[src/rtl/sar_search_4_bits_if.sv]
// Handshake and data bundle between the SAR search controller and its
// surroundings: START request, comparator flags in, trial/result/status out.
//
// Handshake: START is a level request sampled on the rising clock edge; it is
// accepted only while the controller is idle, and is otherwise ignored with no
// queueing. Completion is signalled by a one-cycle DONE pulse, and RESULT, ERR
// and STEPS are valid in that cycle. They stay held until the next search
// finishes (RESULT) or the next START is accepted (ERR/STEPS).
interface sar_search_4_bits_if #(
    parameter int WIDTH  = 4,
    parameter int STEP_W = $clog2(WIDTH) + 1
);
    logic              start;
    logic              cmp_equal;
    logic              cmp_less;
    logic              cmp_higher;
    logic [WIDTH-1:0]  guess;
    logic [WIDTH-1:0]  result;
    logic              busy;
    logic              done;
    logic              err;
    logic [STEP_W-1:0] steps;

    // Environment side: raises START and returns the comparator flags.
    modport master (
        output start, cmp_equal, cmp_less, cmp_higher,
        input  guess, result, busy, done, err, steps
    );

    // Controller side.
    modport slave (
        input  start, cmp_equal, cmp_less, cmp_higher,
        output guess, result, busy, done, err, steps
    );
endinterface

[src/rtl/sar_search_4_bits.sv]
// Successive-approximation search controller. It drives a trial value (GUESS)
// into an external combinational comparator and uses the EQUAL/LESS/HIGHER
// flags to settle one bit per cycle, MSB first.
//
// Optional feature macro: SAR_EARLY_EXIT_EN. When it is defined, an EQUAL flag
// ends the search at once. When it is undefined, EQUAL keeps the bit like
// HIGHER, and every search takes exactly WIDTH trials.
//
// The state register is exported on state_o (0 idle, 1 trial, 2 done).
module sar_search_4_bits #(
    parameter int WIDTH = 4
) (
    input  logic                 clk_i,
    input  logic                 rst_i,
    sar_search_4_bits_if.slave   sar,
    output logic [1:0]           state_o
);
    localparam int STEP_W = $clog2(WIDTH) + 1;
    localparam int IDX_W  = (WIDTH > 1) ? $clog2(WIDTH) : 1;

    typedef enum logic [1:0] {
        ST_IDLE  = 2'd0,
        ST_TRIAL = 2'd1,
        ST_DONE  = 2'd2
    } state_t;

    state_t            state_q;
    logic [WIDTH-1:0]  guess_q;
    logic [WIDTH-1:0]  result_q;
    logic [IDX_W-1:0]  idx_q;
    logic [STEP_W-1:0] steps_q;
    logic              busy_q;
    logic              done_q;
    logic              err_q;

    logic              flags_ok_d;
    logic              early_hit_d;
    logic [IDX_W-1:0]  idx_dec_d;
    logic [WIDTH-1:0]  kept_guess_d;
    logic [WIDTH-1:0]  next_guess_d;

    // Decide the current bit from the flags and prepare the next trial value.
    always_comb begin
        flags_ok_d = 1'b0;
        case ({sar.cmp_equal, sar.cmp_less, sar.cmp_higher})
            3'b100, 3'b010, 3'b001: flags_ok_d = 1'b1;
            default:                flags_ok_d = 1'b0;
        endcase

`ifdef SAR_EARLY_EXIT_EN
        early_hit_d = sar.cmp_equal;
`else
        early_hit_d = 1'b0;
`endif

        // Target below the guess means the bit under test overshoots.
        kept_guess_d = guess_q;
        if (sar.cmp_less) begin
            kept_guess_d[idx_q] = 1'b0;
        end

        idx_dec_d    = idx_q - IDX_W'(1);
        next_guess_d = kept_guess_d;
        if (idx_q != '0) begin
            next_guess_d[idx_dec_d] = 1'b1;
        end
    end

    // Search FSM with registered outputs.
    always_ff @(posedge clk_i) begin
        if (rst_i) begin
            state_q  <= ST_IDLE;
            guess_q  <= '0;
            result_q <= '0;
            idx_q    <= IDX_W'(WIDTH - 1);
            steps_q  <= '0;
            busy_q   <= 1'b0;
            done_q   <= 1'b0;
            err_q    <= 1'b0;
        end else begin
            case (state_q)
                ST_IDLE: begin
                    if (sar.start) begin
                        guess_q <= WIDTH'(1) << (WIDTH - 1);
                        idx_q   <= IDX_W'(WIDTH - 1);
                        steps_q <= '0;
                        err_q   <= 1'b0;
                        busy_q  <= 1'b1;
                        state_q <= ST_TRIAL;
                    end
                end

                ST_TRIAL: begin
                    steps_q <= steps_q + STEP_W'(1);
                    if (!flags_ok_d) begin
                        // Inconsistent comparator: abandon with a zero result.
                        err_q    <= 1'b1;
                        result_q <= '0;
                        busy_q   <= 1'b0;
                        done_q   <= 1'b1;
                        state_q  <= ST_DONE;
                    end else if (early_hit_d) begin
                        result_q <= guess_q;
                        busy_q   <= 1'b0;
                        done_q   <= 1'b1;
                        state_q  <= ST_DONE;
                    end else if (idx_q == '0) begin
                        guess_q  <= kept_guess_d;
                        result_q <= kept_guess_d;
                        busy_q   <= 1'b0;
                        done_q   <= 1'b1;
                        state_q  <= ST_DONE;
                    end else begin
                        guess_q <= next_guess_d;
                        idx_q   <= idx_dec_d;
                    end
                end

                ST_DONE: begin
                    // START is deliberately not looked at here.
                    done_q  <= 1'b0;
                    state_q <= ST_IDLE;
                end

                default: begin
                    busy_q  <= 1'b0;
                    done_q  <= 1'b0;
                    state_q <= ST_IDLE;
                end
            endcase
        end
    end

    assign sar.guess  = guess_q;
    assign sar.result = result_q;
    assign sar.busy   = busy_q;
    assign sar.done   = done_q;
    assign sar.err    = err_q;
    assign sar.steps  = steps_q;
    assign state_o    = state_q;
endmodule

[src/flat_wrapper.sv]
// flat-port wrapper written by rule: the top's interface ports become plain ports
module sar_search_4_bits_flat 
#(
    parameter int WIDTH = 4
)
  (clk_i, rst_i, state_o, sar_start, sar_cmp_equal, sar_cmp_less, sar_cmp_higher, sar_guess, sar_result, sar_busy, sar_done, sar_err, sar_steps);
  sar_search_4_bits_if #(.WIDTH(WIDTH)) sar_i ();
  input  logic clk_i;
  input  logic rst_i;
  output logic [1:0] state_o;
  input wire logic [$bits(sar_i.start)-1:0] sar_start;
  input wire logic [$bits(sar_i.cmp_equal)-1:0] sar_cmp_equal;
  input wire logic [$bits(sar_i.cmp_less)-1:0] sar_cmp_less;
  input wire logic [$bits(sar_i.cmp_higher)-1:0] sar_cmp_higher;
  output wire logic [$bits(sar_i.guess)-1:0] sar_guess;
  output wire logic [$bits(sar_i.result)-1:0] sar_result;
  output wire logic [$bits(sar_i.busy)-1:0] sar_busy;
  output wire logic [$bits(sar_i.done)-1:0] sar_done;
  output wire logic [$bits(sar_i.err)-1:0] sar_err;
  output wire logic [$bits(sar_i.steps)-1:0] sar_steps;
  assign sar_i.start = sar_start;
  assign sar_i.cmp_equal = sar_cmp_equal;
  assign sar_i.cmp_less = sar_cmp_less;
  assign sar_i.cmp_higher = sar_cmp_higher;
  assign sar_guess = sar_i.guess;
  assign sar_result = sar_i.result;
  assign sar_busy = sar_i.busy;
  assign sar_done = sar_i.done;
  assign sar_err = sar_i.err;
  assign sar_steps = sar_i.steps;
  sar_search_4_bits #(.WIDTH(WIDTH)) u_core (.clk_i(clk_i), .rst_i(rst_i), .sar(sar_i), .state_o(state_o));
endmodule
[config.mk]
export PLATFORM = sky130hd
export DESIGN_NAME = sar_search_4_bits_flat
export DESIGN_NICKNAME = d
export VERILOG_FILES = /design/src/rtl/sar_search_4_bits_if.sv /design/src/rtl/sar_search_4_bits.sv /design/src/flat_wrapper.sv
export SDC_FILE = /design/constraint.sdc
export NUM_CORES = 1
export LEC_CHECK = 0
export CAP_MARGIN = 20
export CORE_MARGIN = 3
export CORE_UTILIZATION = 50
export CTS_CLUSTER_DIAMETER = 120
export DETAILED_ROUTE_END_ITERATION = 6
export GPL_ROUTABILITY_DRIVEN = 0
export PLACE_DENSITY = 0.8
export SLEW_MARGIN = 20
export SYNTH_ARGS = -nofsm -noshare
export SYNTH_HDL_FRONTEND = slang
export SYNTH_SLANG_ARGS = --single-unit
[constraint.sdc]
create_clock -name clk_i -period 4.6 [get_ports clk_i]
set_input_delay 0.92 -clock clk_i [delete_from_list [all_inputs] [get_ports clk_i]]
set_output_delay 0.92 -clock clk_i [all_outputs]
set_load 0.02 [all_outputs]
==> results of run 1 <==
## layout make-up
type                            count  area share [%]
Tap cell                           25           2.583
Sequential cell                    18           29.75
Timing Repair Buffer               21           17.36
Clock buffer                        4           2.996
Multi-Input combinational cell     77           45.76
Inverter                            5           1.550
## layer usage
metal,wire length [um],up-vias,global-route usage [%],share of wire [%]
li1,-,418,-,-
met1,916,390,23.49,46
met2,992,26,30.65,49
met3,69,6,2.967,3.4
met4,27,0,7.623,1.3
met5,0,-,0,0
## placed cells by master, fill, tap and decap left out, drive strengths merged, types with 2 or more instances in the layout
| master | Yosys | final |
|---|---|---|
| clkdlybuf4s50 | 0 | 21 |
| dfxtp | 18 | 18 |
| nor2 | 15 | 15 |
| a21oi | 8 | 8 |
| nand2 | 7 | 7 |
| inv | 5 | 5 |
| a22oi | 5 | 5 |
| ha | 5 | 5 |
| nand2b | 4 | 4 |
| clkbuf | 2 | 4 |
| nor3 | 3 | 3 |
| nand4 | 3 | 3 |
| a211oi | 3 | 3 |
| mux2 | 2 | 2 |
| mux2i | 2 | 2 |
| xor2 | 2 | 2 |
| o311ai | 2 | 2 |
## cells by family after synthesis
family | count (synthesis) | share of synthesized area [%]
AO/OA/AOI/OAI | 27 | 22.85
XOR/XNOR | 2 | 2.526
adder cells (fa/ha/maj) | 5 | 6.313
buffers and inverters | 13 | 7.702
flip-flops | 18 | 36.36
multiplexers | 4 | 4.293
AND/OR/NAND/NOR | 39 | 19.95
## power groups by stage
stage | Sequential [mW] | Combinational (mW) | Clock [mW]
floorplan | 0.178 | 0.0416 | 0
global placement | 0.173 | 0.0645 | 0
detailed placement | 0.173 | 0.0656 | 0
CTS | 0.170 | 0.0659 | 0.0990
global route | 0.171 | 0.0725 | 0.104
finish | 0.170 | 0.0656 | 0.0986
## sequential cells by signal, summed over array words and instances, names as in the netlist
register,cells
u_core.sar.result,4
u_core.sar.guess,4
u_core.sar.done,1
u_core.sar.err,1
u_core.state_o,2
u_core.idx_q,2
u_core.sar.steps,3
u_core.sar.busy,1
## stage by stage
step                      utilization (%)  cells  worst slack, ps  total power [mW]  area, um2
after global placement              65.21    146             2066            0.2374       1175
after CTS                           67.22    150             2167            0.3347       1211
after floorplan                         -    108             2683            0.2194      991.0
final                               67.22    150             2172            0.3339       1211
after detailed placement            65.21    146             1960            0.2390       1175
after global routing                67.22    150             2102            0.3481       1211
## synth_stat cells
cell type	count
nand2b_1	3
nor3_1	3
and2b_1	1
nor4b_1	1
o211a_1	1
a211oi_2	2
a21boi_0	1
a22oi_1	5
mux2i_1	2
ha_1	5
nand2b_4	1
nand2_1	7
nor2b_1	1
buf_6	2
a21oi_1	8
o21ai_0	1
inv_1	5
nand4_1	3
nand3_1	1
o211ai_1	1
o311ai_0	1
nor2_1	15
a211oi_1	1
clkbuf_1	2
xor2_1	1
buf_2	1
o21ba_2	1
xor2_2	1
o311ai_4	1
dfxtp_1	18
nor3b_1	1
a32oi_1	1
mux2_2	2
o21bai_1	1
a221oi_2	1
buf_4	3
and2_1	1
a211o_2	1
nand3b_1	1
## final timing paths
kind / from / end / slack [ps] / cells past startpoint
setup reg to reg: u_core.idx_q[0] / u_core.sar.result[1] / 2860 / 6
hold / removal: u_core.sar.result[3] / u_core.sar.result[3] / 460 / 2
hold reg to reg: u_core.sar.result[3] / u_core.sar.result[3] / 460 / 2
setup / recovery: u_core.state_o[0] / state_o[0] / 2170 / 1
==> results.py, run 1 <==
metrics = {
    "outcome": {
        "status": "complete, no violations",
    },
    "pwr": {
        "clock_power_share_pct": 29.5,
        "power.net_switching_mw": 0.09348,
        "internal_power_mw": 0.2405,
        "swShare_pct": 27.99,
        "p_per_area_nw_per_um2": 275.7,
        "ir_drop_v": 0.0002081,
        "leakagePower_nw": 0.4702,
        "combPwrFrac_pct": 19.6,
        "seqPwrFrac_pct": 50.8,
    },
    "cells_and_area": {
        "drive_gt1_share_pct": 11.20,
        "area_growth_pct": 22.22,
        "final-seq-area_um2": 360.3,
        "nets": 137,
        "fillers": 169,
        "antenna_cells": 0,
        "multiInputGateArea_um2": 554.3,
    },
    "clock_tree": {
        "clock_path_buffers": 2,
        "cts_buffers": 3,
        "clkSinkCount": 18,
        "clock_latency_ps": 290,
        "postCtsHoldBufs": 0,
        "cts-resized-gates": 0,
        "clockRootBuffer": "clkbuf_4",
        "post_cts_buffers": 0,
        "htreeDepth": 1,
        "cts_tree": "yes",
        "clk_transition_reported_paths_ps": 110,
    },
    "sta": {
        "skew_ps": 2.075,
        "rsz0062_at_grt": "false",
        "period_share_pct": 52.78,
        "clock.fmax_ghz": 0.4119,
        "tightest_slew_ps": 736.4,
        "slew_viol_final": 0,
        "finalCriticalPeriod_ps": 2428,
        "timing.hold.ws_ps": 458.6,
        "setup_viol": 0,
        "final_hold_viol_count": 0,
        "slew_headroom_pct": 50.75,
        "fin_tns_setup_ps": 0,
    },
    "floorplanning": {
        "die_area_um2": 2552,
        "die_w_um": 50.52,
        "core_um2": 1802,
        "die_y_um": 50.52,
        "rows": 15,
        "ioPinCount": 22,
        "initial_utilization_pct": 55.00,
    },
    "global_route": {
        "grt.total_usage_pct": 18.42,
        "first_global_vias": 817,
        "antenna_found_initial": 0,
        "grt_max_degree": 21,
        "grt-ovfl-total": 0,
        "grt_pass1_wl_um": 3629,
    },
    "synth": {
        "ys_seq_elements": 18,
        "synth.yosys.seq_area_share_pct": 36.36,
        "synth.largest_area_cell": "dfxtp_1",
        "synthCells": 108,
        "yosys_warnings": 0,
        "synth_area_leaders": "dfxtp_1 36%, ha_1 6.3%, nor2_1 5.7%",
        "synthDistinctLibCells": 39,
        "avgSynthCellArea_um2": 9.175,
        "syn_area_um2": 991.0,
        "synth_top_area_share_pct": 36.36,
        "synth_fp_nets": 119,
    },
    "route": {
        "wl_um": 2006,
        "drt-initial-drc-count": 12,
        "dr.pass1.iters": 4,
        "vias": 840,
        "ant_nets": 0,
        "viasPerCell": 5.600,
        "drc": 0,
        "wl_per_cell_um": 13.37,
    },
    "setup_path": {
        "endpoint_kind": "output pin",
        "cp_slowest_stage_delay_ps": 680,
        "worst-setup-path-type": "reg2out",
        "crit_family": "buffers and inverters",
        "crit_chain": "clkdlybuf4s50_1",
        "required_ps": 3680,
        "path_buf_inv": 1,
        "crit_fanout": 10,
        "slowest_stage": "clkdlybuf4s50_1",
        "start_kind": "flip-flop",
        "worstPathArrival_ps": 1510,
    },
    "hold_path": {
        "hp-class": "reg2reg",
    },
    "run": {
        "maxCapViolCount": 0,
    },
    "placed_design": {
        "dp_hpwl_um": 1480,
        "portBuffers": 21,
    },
}
(Power assumes the default switching activity.)
==> run 2: changes to the inputs <==
--- a/config.mk
+++ b/config.mk
@@ -7,11 +7,11 @@
 export LEC_CHECK = 0
 export CAP_MARGIN = 20
 export CORE_MARGIN = 3
-export CORE_UTILIZATION = 50
+export CORE_UTILIZATION = 44
 export CTS_CLUSTER_DIAMETER = 120
 export DETAILED_ROUTE_END_ITERATION = 6
 export GPL_ROUTABILITY_DRIVEN = 0
-export PLACE_DENSITY = 0.8
+export PLACE_DENSITY = 0.75
 export SLEW_MARGIN = 20
 export SYNTH_ARGS = -nofsm -noshare
 export SYNTH_HDL_FRONTEND = slang
==> constraint.sdc (replaced) <==
create_clock -name clk_i -period 2 [get_ports clk_i]
set_input_delay 0.4 -clock clk_i [delete_from_list [all_inputs] [get_ports clk_i]]
set_output_delay 0.4 -clock clk_i [all_outputs]
set_load 0.02 [all_outputs]
==> run 2 against run 1 <==
  * Flip-flop and latch count unchanged
  * Register-to-register slack worse by 2500 ps
  * Utilization fell by 5.6 points
  * Clock skew hardly changed
  * Sequential power is 130% higher
  * Global-route usage down 1.5 points
  * Wire length grew 3.2%
  * Non-clock buffer count grew 6
  * Final area grew 3.9%
  * Die area increased by 12%
  * Clock-buffer cell count is the same
  * Combinational power rose to 2.5 times the previous value
  * Largest cell class unchanged
  * Largest power group unchanged
==> results.py, run 2 (synthesis gave the netlist of run 1 again) <==
metrics = {
    "outcome": {
        "status": "complete, no violations",
    },
    "cells_and_area": {
        "fillers": 193,
        "final-seq-area_um2": 360.3,
        "area_growth_pct": 27.02,
        "most-common-layout-cells": "21 x clkdlybuf4s50_1, 18 x dfxtp_1, 15 x nor2_1",
        "final_util_pct": 61.64,
        "drive_gt1_share_pct": 15.27,
        "nets": 143,
        "final_common_cell": "clkdlybuf4s50_1",
        "multiInputGateArea_um2": 554.3,
        "antenna_cells": 0,
    },
    "setup_path": {
        "required_ps": 1600,
        "start_kind": "flip-flop",
        "r2r_end": "u_core.sar.guess[0]",
        "worst-setup-path-type": "reg2out",
        "rrSetupSlack_ps": 370,
        "crit_fanout": 9,
        "reg2reg_depth": 7,
        "slowest_stage": "clkdlybuf4s50_1",
        "crit_end": "state_o[1]",
        "endpoint_kind": "output pin",
        "crit_path_start": "u_core.state_o[1]",
        "worstPathArrival_ps": 1450,
        "crit_family": "buffers and inverters",
        "crit_chain": "clkdlybuf4s50_1",
        "r2r-start": "u_core.idx_q[0]",
        "path_buf_inv": 1,
        "cp_slowest_stage_delay_ps": 660,
        "critical_path_depth": 1,
    },
    "clock_tree": {
        "clkSinkCount": 18,
        "postCtsHoldBufs": 0,
        "post_cts_buffers": 0,
        "clock_latency_ps": 300,
        "cts_buffers": 3,
        "clockRootBuffer": "clkbuf_4",
        "clock_path_buffers": 2,
        "clk_transition_reported_paths_ps": 100,
        "htreeDepth": 1,
        "cts_tree": "yes",
        "cts-resized-gates": 0,
    },
    "sta": {
        "finalCriticalPeriod_ps": 1850,
        "period_share_pct": 92.49,
        "setup_viol": 0,
        "final_hold_viol_count": 0,
        "slew_viol_final": 0,
        "tightest_slew_ps": 341.2,
        "clock.fmax_ghz": 0.5406,
        "rsz0062_at_grt": "false",
        "slew_headroom_pct": 76.96,
        "fin_tns_setup_ps": 0,
        "skew_ps": 2.507,
    },
    "floorplanning": {
        "core_um2": 2042,
        "die_area_um2": 2857,
        "die_y_um": 53.46,
        "rows": 16,
        "initial_utilization_pct": 48.53,
        "ioPinCount": 22,
        "die_w_um": 53.46,
    },
    "pwr": {
        "clock_power_share_pct": 29.1,
        "ir_drop_v": 0.0004034,
        "seqPwrFrac_pct": 49.8,
        "leakagePower_nw": 0.5000,
        "power.net_switching_mw": 0.2168,
        "internal_power_mw": 0.5605,
        "power.total_mw": 0.7773,
        "combPwrFrac_pct": 21.1,
        "swShare_pct": 27.89,
        "p_per_area_nw_per_um2": 617.5,
    },
    "global_route": {
        "first_global_vias": 766,
        "grt.total_usage_pct": 16.97,
        "grt_pass1_wl_um": 3463,
        "antenna_found_initial": 0,
        "grt-ovfl-total": 0,
        "grt_max_degree": 13,
    },
    "route": {
        "dr.pass1.iters": 4,
        "drc": 0,
        "wl_per_cell_um": 13.11,
        "drt-initial-drc-count": 17,
        "wl_um": 2071,
        "viasPerCell": 5.354,
        "ant_nets": 0,
        "vias": 846,
    },
    "placed_design": {
        "dp_hpwl_um": 1585,
        "portBuffers": 21,
    },
    "hold_path": {
        "hp-class": "reg2reg",
    },
    "run": {
        "maxCapViolCount": 0,
    },
}
## run 2: cell types whose count changed in the layout (fill, tap and decap cells not counted)
cell and change:
buf_4 +6
## run 2: worst min-delay path by stage
stage / startpoint / to / slack, ps / cells after the start
after floorplan: u_core.sar.result[2] / u_core.sar.result[2] / 530 / 2
after global placement: u_core.sar.result[3] / u_core.sar.result[3] / 440 / 2
after detailed placement: u_core.sar.result[2] / u_core.sar.result[2] / 450 / 2
after CTS: u_core.sar.result[2] / u_core.sar.result[2] / 460 / 2
after global routing: u_core.sar.result[2] / u_core.sar.result[2] / 470 / 2
final: u_core.sar.result[2] / u_core.sar.result[2] / 460 / 2
## run 2: stage by stage
step / std cells / instance area (um2) / worst slack [ps] / hold WS, ps
floorplan: 108 / 991.0 / 496.0 / 529.7
global placement: 154 / 1222 / 4.455 / 440.9
detailed placement: 154 / 1222 / -73.40 / 446.0
CTS: 158 / 1259 / 137.4 / 458.9
global route: 158 / 1259 / 55.10 / 472.2
finish: 158 / 1259 / 150.2 / 455.4
## run 2: metal layers
metal  global-route usage (%)  part of all wire (%)  up-vias
met1                    20.61                    45      398
met2                    28.37                    49       15
li1                         -                     -      428
met5                        0                     0        -
met4                    7.660                   1.9        0
met3                    3.380                   3.9        5
## run 2: final cells by class
class                           count  share of cell area, %
Tap cell                           27                  2.684
Multi-Input combinational cell     77                  44.04
Inverter                            5                  1.491
Timing Repair Buffer               27                  20.28
Sequential cell                    18                  28.63
Clock buffer                        4                  2.883
## run 2: power groups by stage
stage                     Clock (mW)  Sequential, mW  Combinational [mW]
after floorplan                    0           0.409              0.0957
after global placement             0           0.394               0.162
after detailed placement           0           0.396               0.164
after CTS                      0.232           0.387               0.165
after global routing           0.247           0.390               0.179
final                          0.226           0.387               0.164
==> run 3: changes to the inputs <==
--- a/config.mk
+++ b/config.mk
@@ -11,7 +11,9 @@
 export CTS_CLUSTER_DIAMETER = 120
 export DETAILED_ROUTE_END_ITERATION = 6
 export GPL_ROUTABILITY_DRIVEN = 0
+export GPL_TIMING_DRIVEN = 0
 export PLACE_DENSITY = 0.75
+export SETUP_SLACK_MARGIN = 0.3
 export SLEW_MARGIN = 20
 export SYNTH_ARGS = -nofsm -noshare
 export SYNTH_HDL_FRONTEND = slang
==> run 3 against run 2 <==
  * Final area rose by 0.80%
  * Setup slack improved by 190 ps
  * Sequential share of layout area rose by 0.070 points
  * Critical path depth did not move
  * Register-to-register slack improved by 30 ps
  * First-iteration DRC count fell by 24%
  * Largest cell class unchanged
  * Utilization rose by 0.49 points
  * Cell count did not move
  * Flip-flop and latch count did not move
  * Worst hold slack improved by 13 ps
  * Clock-buffer cell count did not move
  * Die area did not move
==> results.py, run 3 (synthesis gave the netlist of run 1 again) <==
metrics = {
    "setup_path": {
        "worstPathArrival_ps": 1260,
        "start_kind": "flip-flop",
        "cp_slowest_stage_delay_ps": 600,
        "crit_fanout": 2,
        "endpoint_kind": "output pin",
        "crit_chain": "clkdlybuf4s50_1",
        "path_buf_inv": 1,
        "slowest_stage": "clkdlybuf4s50_1",
        "required_ps": 1600,
        "worst-setup-path-type": "reg2out",
        "crit_family": "buffers and inverters",
    },
    "sta": {
        "setup_viol": 0,
        "period_share_pct": 82.76,
        "rsz0062_at_grt": "false",
        "slew_viol_final": 0,
        "slew_headroom_pct": 65.02,
        "clock.fmax_ghz": 0.6042,
        "fin_tns_setup_ps": 0,
        "finalCriticalPeriod_ps": 1655,
        "tightest_slew_ps": 524.7,
        "final_hold_viol_count": 0,
        "skew_ps": 8.886,
    },
    "global_route": {
        "antenna_found_initial": 0,
        "grt_pass1_wl_um": 3463,
        "first_global_vias": 784,
        "grt-ovfl-total": 0,
        "grt.total_usage_pct": 16.74,
        "grt_max_degree": 11,
    },
    "pwr": {
        "power.total_mw": 0.7770,
        "p_per_area_nw_per_um2": 612.4,
        "ir_drop_v": 0.0003778,
        "leakagePower_nw": 0.5828,
    },
    "floorplanning": {
        "core_um2": 2042,
        "initial_utilization_pct": 48.53,
        "ioPinCount": 22,
        "die_area_um2": 2857,
        "die_y_um": 53.46,
        "rows": 16,
        "die_w_um": 53.46,
    },
    "clock_tree": {
        "cts_tree": "yes",
        "cts_buffers": 3,
        "clk_transition_reported_paths_ps": 110,
        "post_cts_buffers": 0,
        "htreeDepth": 1,
        "clock_path_buffers": 2,
        "clockRootBuffer": "clkbuf_4",
        "clkSinkCount": 18,
        "clock_latency_ps": 300,
    },
    "cells_and_area": {
        "final_cells": 158,
        "nets": 143,
        "drive_gt1_share_pct": 19.85,
        "most-common-layout-cells": "15 x nor2_1, 15 x dfxtp_1, 9 x clkdlybuf4s50_1",
        "area_growth_pct": 28.03,
        "antenna_cells": 0,
        "fillers": 179,
    },
    "placed_design": {
        "place_inst": 154,
        "portBuffers": 19,
        "dp_hpwl_um": 1590,
    },
    "run": {
        "maxCapViolCount": 0,
    },
    "route": {
        "ant_nets": 0,
        "viasPerCell": 5.443,
        "wl_um": 2108,
        "wl_per_cell_um": 13.34,
        "drc": 0,
        "drt-initial-drc-count": 13,
        "vias": 860,
        "dr.pass1.iters": 4,
    },
    "outcome": {
        "status": "complete, no violations",
    },
    "hold_path": {
        "hp-class": "reg2reg",
    },
}
==> run 3: cell types whose count changed in the layout (fill, tap and decap cells not counted), moves of 2 or more <==
cell and change:
buf_4 -2, dlygate4sd2_1 +6, clkdlybuf4s50_1 -12, dfxtp_1 -3, dfxtp_2 +3, buf_6 +2, dlymetal6s2s_1 +4
==> run 3: final timing paths <==
path	slack, ps	endpoint	cells after the start	startpoint
worst min register to register	470	u_core.sar.result[2]	2	u_core.sar.result[2]
worst max register to register	400	u_core.sar.result[1]	7	u_core.idx_q[0]
worst max-delay path	340	sar_busy	1	u_core.sar.busy
worst min-delay path	470	u_core.sar.result[2]	2	u_core.sar.result[2]
==> run 3: routing by layer <==
metal | GRT usage (%) | part of all wire (%) | vias to the layer above
li1 | - | - | 431
met1 | 20.99 | 45 | 405
met2 | 27.76 | 49 | 21
met3 | 2.535 | 4.3 | 3
met4 | 7.660 | 1.3 | 0
met5 | 0 | 0 | -
==> run 3: worst register-to-register path, cell delays in order (launching register included) <==
cell and delay [ps]:
dfxtp_2 370, inv_1 110, ha_2 210, buf_4 170, nor2_1 50, a211o_2 380
a32oi_1 160, nor2_1 50
==> run 3: repair_timing <==
action | 4_1_cts | 5_1_grt
endpoints found under the setup margin | 7 | 15
resized for setup | 8 | 10
cloned | 0 | 0
pin swaps | 0 | 2
hold buffers | 0 | 0
==> run 3: power breakdown <==
| part | total (mW) | internal [mW] | switching, mW |
|---|---|---|---|
| clock | 0.228 | 0.111 | 0.117 |
| sequential | 0.387 | 0.374 | 0.0130 |
| combinational | 0.162 | 0.0719 | 0.0901 |
| total | 0.777 | 0.557 | 0.220 |
==> run 3: per-stage QoR <==
step	cell area, um2	worst slack (ps)	util (%)	hold WS (ps)
after floorplan	991.0	496.0	-	529.7
after global placement	1215	60.00	59.50	441.9
after detailed placement	1215	21.41	59.50	454.5
after CTS	1247	300.1	61.09	469.1
after global routing	1269	305.9	62.13	481.7
final	1269	344.8	62.13	468.1
==> run 3: layout make-up <==
type	instances	area, um2	share of cell area, %
plain buffers	8	61.31	4.832
clock buffers	4	36.28	2.860
inverters	5	18.77	1.479
multi-input cells	77	561.8	44.28
flip-flops and latches	18	364.1	28.70
well taps	27	33.78	2.663
repair buffers	19	192.7	15.19
